`src/rtl/cache_arbiter_pkg.sv`:
```
// Shared CPU package: arbiter FSM encodings, port indices and the latched cache command.
package cache_arbiter_pkg;

    typedef enum logic [1:0] {
        ST_IDLE  = 2'd0,
        ST_ISSUE = 2'd1,
        ST_WAIT  = 2'd2
    } arb_state_t;

    localparam logic PORT_IF = 1'b0;
    localparam logic PORT_D  = 1'b1;

    typedef struct packed {
        logic [31:0] addr;
        logic        mem_read;
        logic        mem_write;
        logic [31:0] din;
    } cache_cmd_t;

endpackage

```
`src/rtl/cache_arbiter_sat_counter.sv`:
```
// Saturating event counter: counts inc pulses and holds at all-ones.
module sat_counter #(
    parameter int WIDTH = 16
) (
    input  logic             clk,
    input  logic             reset,
    input  logic             inc,
    output logic [WIDTH-1:0] count
);

    logic [WIDTH-1:0] r_count;

    always_ff @(posedge clk) begin
        if (reset)
            r_count <= '0;
        else if (inc && (r_count != {WIDTH{1'b1}}))
            r_count <= r_count + {{(WIDTH-1){1'b0}}, 1'b1};
    end

    assign count = r_count;

endmodule

```
`src/rtl/cache_arbiter.sv`:
```
// Two-port (instruction fetch / data) arbiter in front of a single-request cache.
// One transaction outstanding at a time; ties alternate between ports.
module cache_arbiter
    import cache_arbiter_pkg::*;
#(
    parameter int CNT_WIDTH = 16
) (
    input  logic                 clk,
    input  logic                 reset,
    input  logic                 if_req_valid,
    input  logic [31:0]          if_addr,
    output logic                 if_req_ready,
    output logic                 if_resp_valid,
    input  logic                 d_req_valid,
    input  logic [31:0]          d_addr,
    input  logic                 d_mem_read,
    input  logic                 d_mem_write,
    input  logic [31:0]          d_din,
    output logic                 d_req_ready,
    output logic                 d_resp_valid,
    output logic [31:0]          resp_dout,
    output logic                 resp_hit,
    output logic                 c_is_input_valid,
    output logic                 c_mem_read,
    output logic                 c_mem_write,
    output logic [31:0]          c_addr,
    output logic [31:0]          c_din,
    input  logic                 c_is_ready,
    input  logic                 c_is_output_valid,
    input  logic                 c_is_hit,
    input  logic [31:0]          c_dout,
    output logic [CNT_WIDTH-1:0] if_grant_cnt,
    output logic [CNT_WIDTH-1:0] d_grant_cnt,
    output logic [CNT_WIDTH-1:0] hit_cnt
);

    arb_state_t r_state;
    arb_state_t w_state_nxt;
    logic       r_last_grant;
    logic       r_owner;
    cache_cmd_t r_cmd;
    cache_cmd_t w_cmd_in;
    logic       w_sel_d;
    logic       w_sel_if;
    logic       w_if_xfer;
    logic       w_d_xfer;
    logic       w_xfer;
    logic       w_resp;

    // Only a requesting port can be selected; a tie goes to the port not granted last.
    assign w_sel_d  = d_req_valid && (!if_req_valid || (r_last_grant == PORT_IF));
    assign w_sel_if = if_req_valid && !w_sel_d;

    assign w_if_xfer = if_req_valid && if_req_ready;
    assign w_d_xfer  = d_req_valid && d_req_ready;
    assign w_xfer    = w_if_xfer || w_d_xfer;

    // Instruction fetches are always plain reads.
    always_comb begin
        w_cmd_in = '{addr: if_addr, mem_read: 1'b1, mem_write: 1'b0, din: 32'd0};
        if (w_d_xfer)
            w_cmd_in = '{addr: d_addr, mem_read: d_mem_read, mem_write: d_mem_write, din: d_din};
    end

    always_ff @(posedge clk) begin
        if (reset)
            r_state <= ST_IDLE;
        else
            r_state <= w_state_nxt;
    end

    always_comb begin
        w_state_nxt = r_state;
        case (r_state)
            ST_IDLE:  if (w_xfer) w_state_nxt = ST_ISSUE;
            ST_ISSUE: w_state_nxt = ST_WAIT;
            ST_WAIT:  if (c_is_output_valid) w_state_nxt = ST_IDLE;
            default:  w_state_nxt = ST_IDLE;
        endcase
    end

    // Gating on reset keeps a mid-transaction reset from leaking a ready or response.
    always_comb begin
        if_req_ready     = (r_state == ST_IDLE) && !reset && c_is_ready && w_sel_if;
        d_req_ready      = (r_state == ST_IDLE) && !reset && c_is_ready && w_sel_d;
        c_is_input_valid = (r_state == ST_ISSUE);
        w_resp           = (r_state == ST_WAIT) && c_is_output_valid && !reset;
        if_resp_valid    = w_resp && (r_owner == PORT_IF);
        d_resp_valid     = w_resp && (r_owner == PORT_D);
        resp_dout        = w_resp ? c_dout : 32'd0;
        resp_hit         = w_resp && c_is_hit;
    end

    always_ff @(posedge clk) begin
        if (reset) begin
            r_cmd        <= '0;
            r_owner      <= PORT_IF;
            r_last_grant <= PORT_IF;
        end else if (w_xfer) begin
            r_cmd        <= w_cmd_in;
            r_owner      <= w_d_xfer ? PORT_D : PORT_IF;
            r_last_grant <= w_d_xfer ? PORT_D : PORT_IF;
        end
    end

    assign c_addr      = r_cmd.addr;
    assign c_mem_read  = r_cmd.mem_read;
    assign c_mem_write = r_cmd.mem_write;
    assign c_din       = r_cmd.din;

    sat_counter #(.WIDTH(CNT_WIDTH)) u_if_grant_cnt (
        .clk(clk), .reset(reset), .inc(w_if_xfer), .count(if_grant_cnt)
    );

    sat_counter #(.WIDTH(CNT_WIDTH)) u_d_grant_cnt (
        .clk(clk), .reset(reset), .inc(w_d_xfer), .count(d_grant_cnt)
    );

    sat_counter #(.WIDTH(CNT_WIDTH)) u_hit_cnt (
        .clk(clk), .reset(reset), .inc(w_resp && c_is_hit), .count(hit_cnt)
    );

endmodule

```
`config.mk`:
```
export PLATFORM = sky130hd
export DESIGN_NAME = cache_arbiter
export DESIGN_NICKNAME = d
export VERILOG_FILES = /design/src/rtl/cache_arbiter_pkg.sv /design/src/rtl/cache_arbiter_sat_counter.sv /design/src/rtl/cache_arbiter.sv
export SDC_FILE = /design/constraint.sdc
export NUM_CORES = 1
export LEC_CHECK = 0
export ABC_AREA = 0
export BUFFER_PORTS_ARGS = -buffer_cell sky130_fd_sc_hd__buf_2
export CORE_AREA = 2 2 122 112
export CTS_BUF_LIST = sky130_fd_sc_hd__clkbuf_16
export DETAILED_ROUTE_END_ITERATION = 6
export DIE_AREA = 0 0 124 114
export PLACE_DENSITY = 0.79
export SLEW_MARGIN = 0
export SYNTH_ARGS = -nofsm -noshare
export SYNTH_HDL_FRONTEND = slang
export SYNTH_SLANG_ARGS = --single-unit
```
`constraint.sdc`:
```
create_clock -name clk -period 2.8 [get_ports clk]
set_input_delay 0.56 -clock clk [delete_from_list [all_inputs] [get_ports clk]]
set_output_delay 0.56 -clock clk [all_outputs]
set_load 0.02 [all_outputs]
```
==> flow_summary_export.csv <==
group,metric,value,unit
cts,clock_path_buffers,2,
power_and_ir_drop,irDropWorstVdd,390,uV
finish,mostFrequentLayoutCell,"buf_2",
cts,clkSinkCount,117,
sta,skew,0.00717,ns
finish,drive_gt1_share,39.2,%
finish,nNetsFinal,1007,
setup_path,critical_path.startpoint,"r_state[0]$_SDFFE_PP0P_",
synth,synthFlopType,"dfxtp_1",
synth,synth_edf_count,0,
route,antenna_left,0,
placed_design,gp_congestion,0.859,
floorplan,row_count,40,
cts,cts-hold-fix-buffers,0,
grt,antenna_found_initial,0,
route,wire_per_inst,14.7,um
synth,syn-num-nets,725,
cts,htreeDepth,4,
placed_design,post-place-ws,0.377,ns
finish,diodes,0,
sta,worst_slack,0.413,ns
route,via_per_inst,5.08,
sta,rsz0062_at_grt,"no",
floorplan,die-area,0.0141,mm2
setup_path,path_cells,"nand4bb_1 -> or3_4 -> inv_2 -> buf_2",
route,drtPass1Iterations,5,
cts,clk_pin_slew,0.05,ns
route,vias,5329,
floorplan,core,0.0130,mm2
cts,cts_root_buffer,"clkbuf_16",
sta,slew_violations,0,
finish,final_cell_area,0.00722,mm2
finish,syn_to_final_growth,43.1,%
setup_path,critPathCaptureType,"output pin",
synth,synth_cells,585,
sta,hold_violations,0,
setup_path,critPathMaxStageDelay,0.47,ns
min_path,hold_start,"d_din[29]",
status,status,"complete, no violations",
grt,track_usage,21.3,%
setup_path,cp.required,2.24,ns
grt,grt_pass1_vias,4843,
route,drtIter0Drc,294,
finish,layout_common_cells,"buf_2 (287), dfxtp_1 (117), nor2_1 (108)",
setup_path,crit_path_max_fanout,8,
placed_design,hpwl,11000,um
synth,synth.avg_cell_area,8.62,um2
grt,grt_start_max_net_pins,81,
floorplan,io_pins,289,
grt,grt.overflow.total,0,
setup_path,start_kind,"flip-flop",
setup_path,rr_startpoint,"r_state[0]$_SDFFE_PP0P_",
cts,cts_setup_buffers,0,
placed_design,portBuffers,288,
sta,max_slew_margin,45.1,%
synth,yosysWarnings,0,
route,drt-total-wl,15400,um
sta,period_share,85.3,%
power_and_ir_drop,power.density,601,mW/mm2
min_path,min_path_type,"in2reg",
synth,synthArstFlopShare,0,%
setup_path,arrival,1.83,ns
sta,tightest_slew,0.823,ns
grt,grt_pass1_wl,23500,um
synth,ys_ff_latch,117,
synth,ys_seq_area_share,46.4,%
placed_design,placed_cell_area,0.00663,mm2
flow_run,cap_violations,0,
power_and_ir_drop,p_leak,3.39,nW
floorplan,dieHeight,114,um
setup_path,criticalPathCategory,"reg2out",
cts,cts_resized,0,
cts,worstSkewPairLatency,0.40,ns
floorplan,start_util,38.8,%
cts,cts_buffers,17,
setup_path,cpMaxStageDelayCell,"or3_4",
synth,mappedNetlistArea,0.00504,mm2
synth,synth_cell_types,55,
floorplan,dieWidth,124,um
sta,tns,0,ns
sta,timing.final.crit_period,2.39,ns
route,drc,0,
sta,fmax,419,MHz
sta,setup-violations-final,0,
cts,cts_tree,"built",
registers in the layout, indices dropped and copies added (netlist names):
register,count
u_if_grant_cnt.count,16
c_din,32
r_state,2
u_hit_cnt.count,16
u_d_grant_cnt.count,16
c_mem_write,1
r_owner,1
c_addr,32
c_mem_read,1
path summary, 6_finish.rpt:
kind / end / slack, ns / cells past startpoint
worst min-delay path: c_din[29]$_SDFFE_PP0P_ / 0.41 / 3
worst max register to register: u_if_grant_cnt.count[8]$_SDFFE_PP0P_ / 0.73 / 6
worst min register to register: c_addr[19]$_SDFFE_PP0P_ / 0.49 / 2
worst max-delay path: if_req_ready / 0.41 / 4
cell usage after synthesis (all sizes together) (11+ instances only):
cell type | n | area [um2]
clkbuf | 24 | 90.1
nand3 | 18 | 90.1
nor2 | 109 | 412
and2 | 38 | 238
dfxtp | 117 | 2340
nand2 | 18 | 67.6
xor2 | 11 | 96.3
a22oi | 33 | 248
nor3 | 46 | 235
buf | 13 | 72.6
o22ai | 33 | 206
xnor2 | 17 | 149
nand4 | 14 | 87.6
worst max-delay path: cells and delay by family (launching register included):
kind	cells	cell delay, ns
buffers and inverters	2	0.39
and+or+nand+nor	2	0.70
DFF	1	0.34
power by group:
group / switching, W / total, W / internal, W / leakage [nW]
Sequential: 0.0000305 / 0.00176 / 0.00173 / 0.949
Combinational: 0.000259 / 0.000439 / 0.000180 / 2.15
Clock: 0.000758 / 0.00214 / 0.00139 / 0.283
area by class of cell:
class | instances | area [um2]
well taps | 168 | 210
repair buffers | 300 | 1530
multi-input cells | 423 | 2510
inverters | 8 | 30.0
fillers | 1195 | 5790
clock inverters | 15 | 166
flip-flops and latches | 117 | 2340
clock buffers | 17 | 425
logic make-up after synthesis:
logic type	Yosys count	synth area share [%]
adder cells (fa/ha/maj)	3	0.744
AO/OA/AOI/OAI	108	14.8
multiplexers	4	0.794
buffers and inverters	45	3.82
flip-flops	117	46.4
XOR/XNOR	28	4.86
AND/OR/NAND/NOR	280	28.5
stage by stage:
step	total power, W	std cells	hold slack (ns)	util, %
global route	0.00451	1048	0.398	55.5
detailed placement	0.00223	1016	0.478	50.9
CTS	0.00439	1048	0.393	55.5
finish	0.00434	1048	0.409	55.5
global placement	0.00223	1016	0.472	50.9
floorplan	0.00203	585	0.533	-
routing by layer:
layer,track usage (%),vias up,wire length (um)
met3,6.60,19,1130
met5,0,-,0
met4,7.49,0,263
li1,-,2665,-
met1,26.0,2422,6480
met2,35.2,223,7490
No activity file was read; power rests on OpenSTA's default activity.
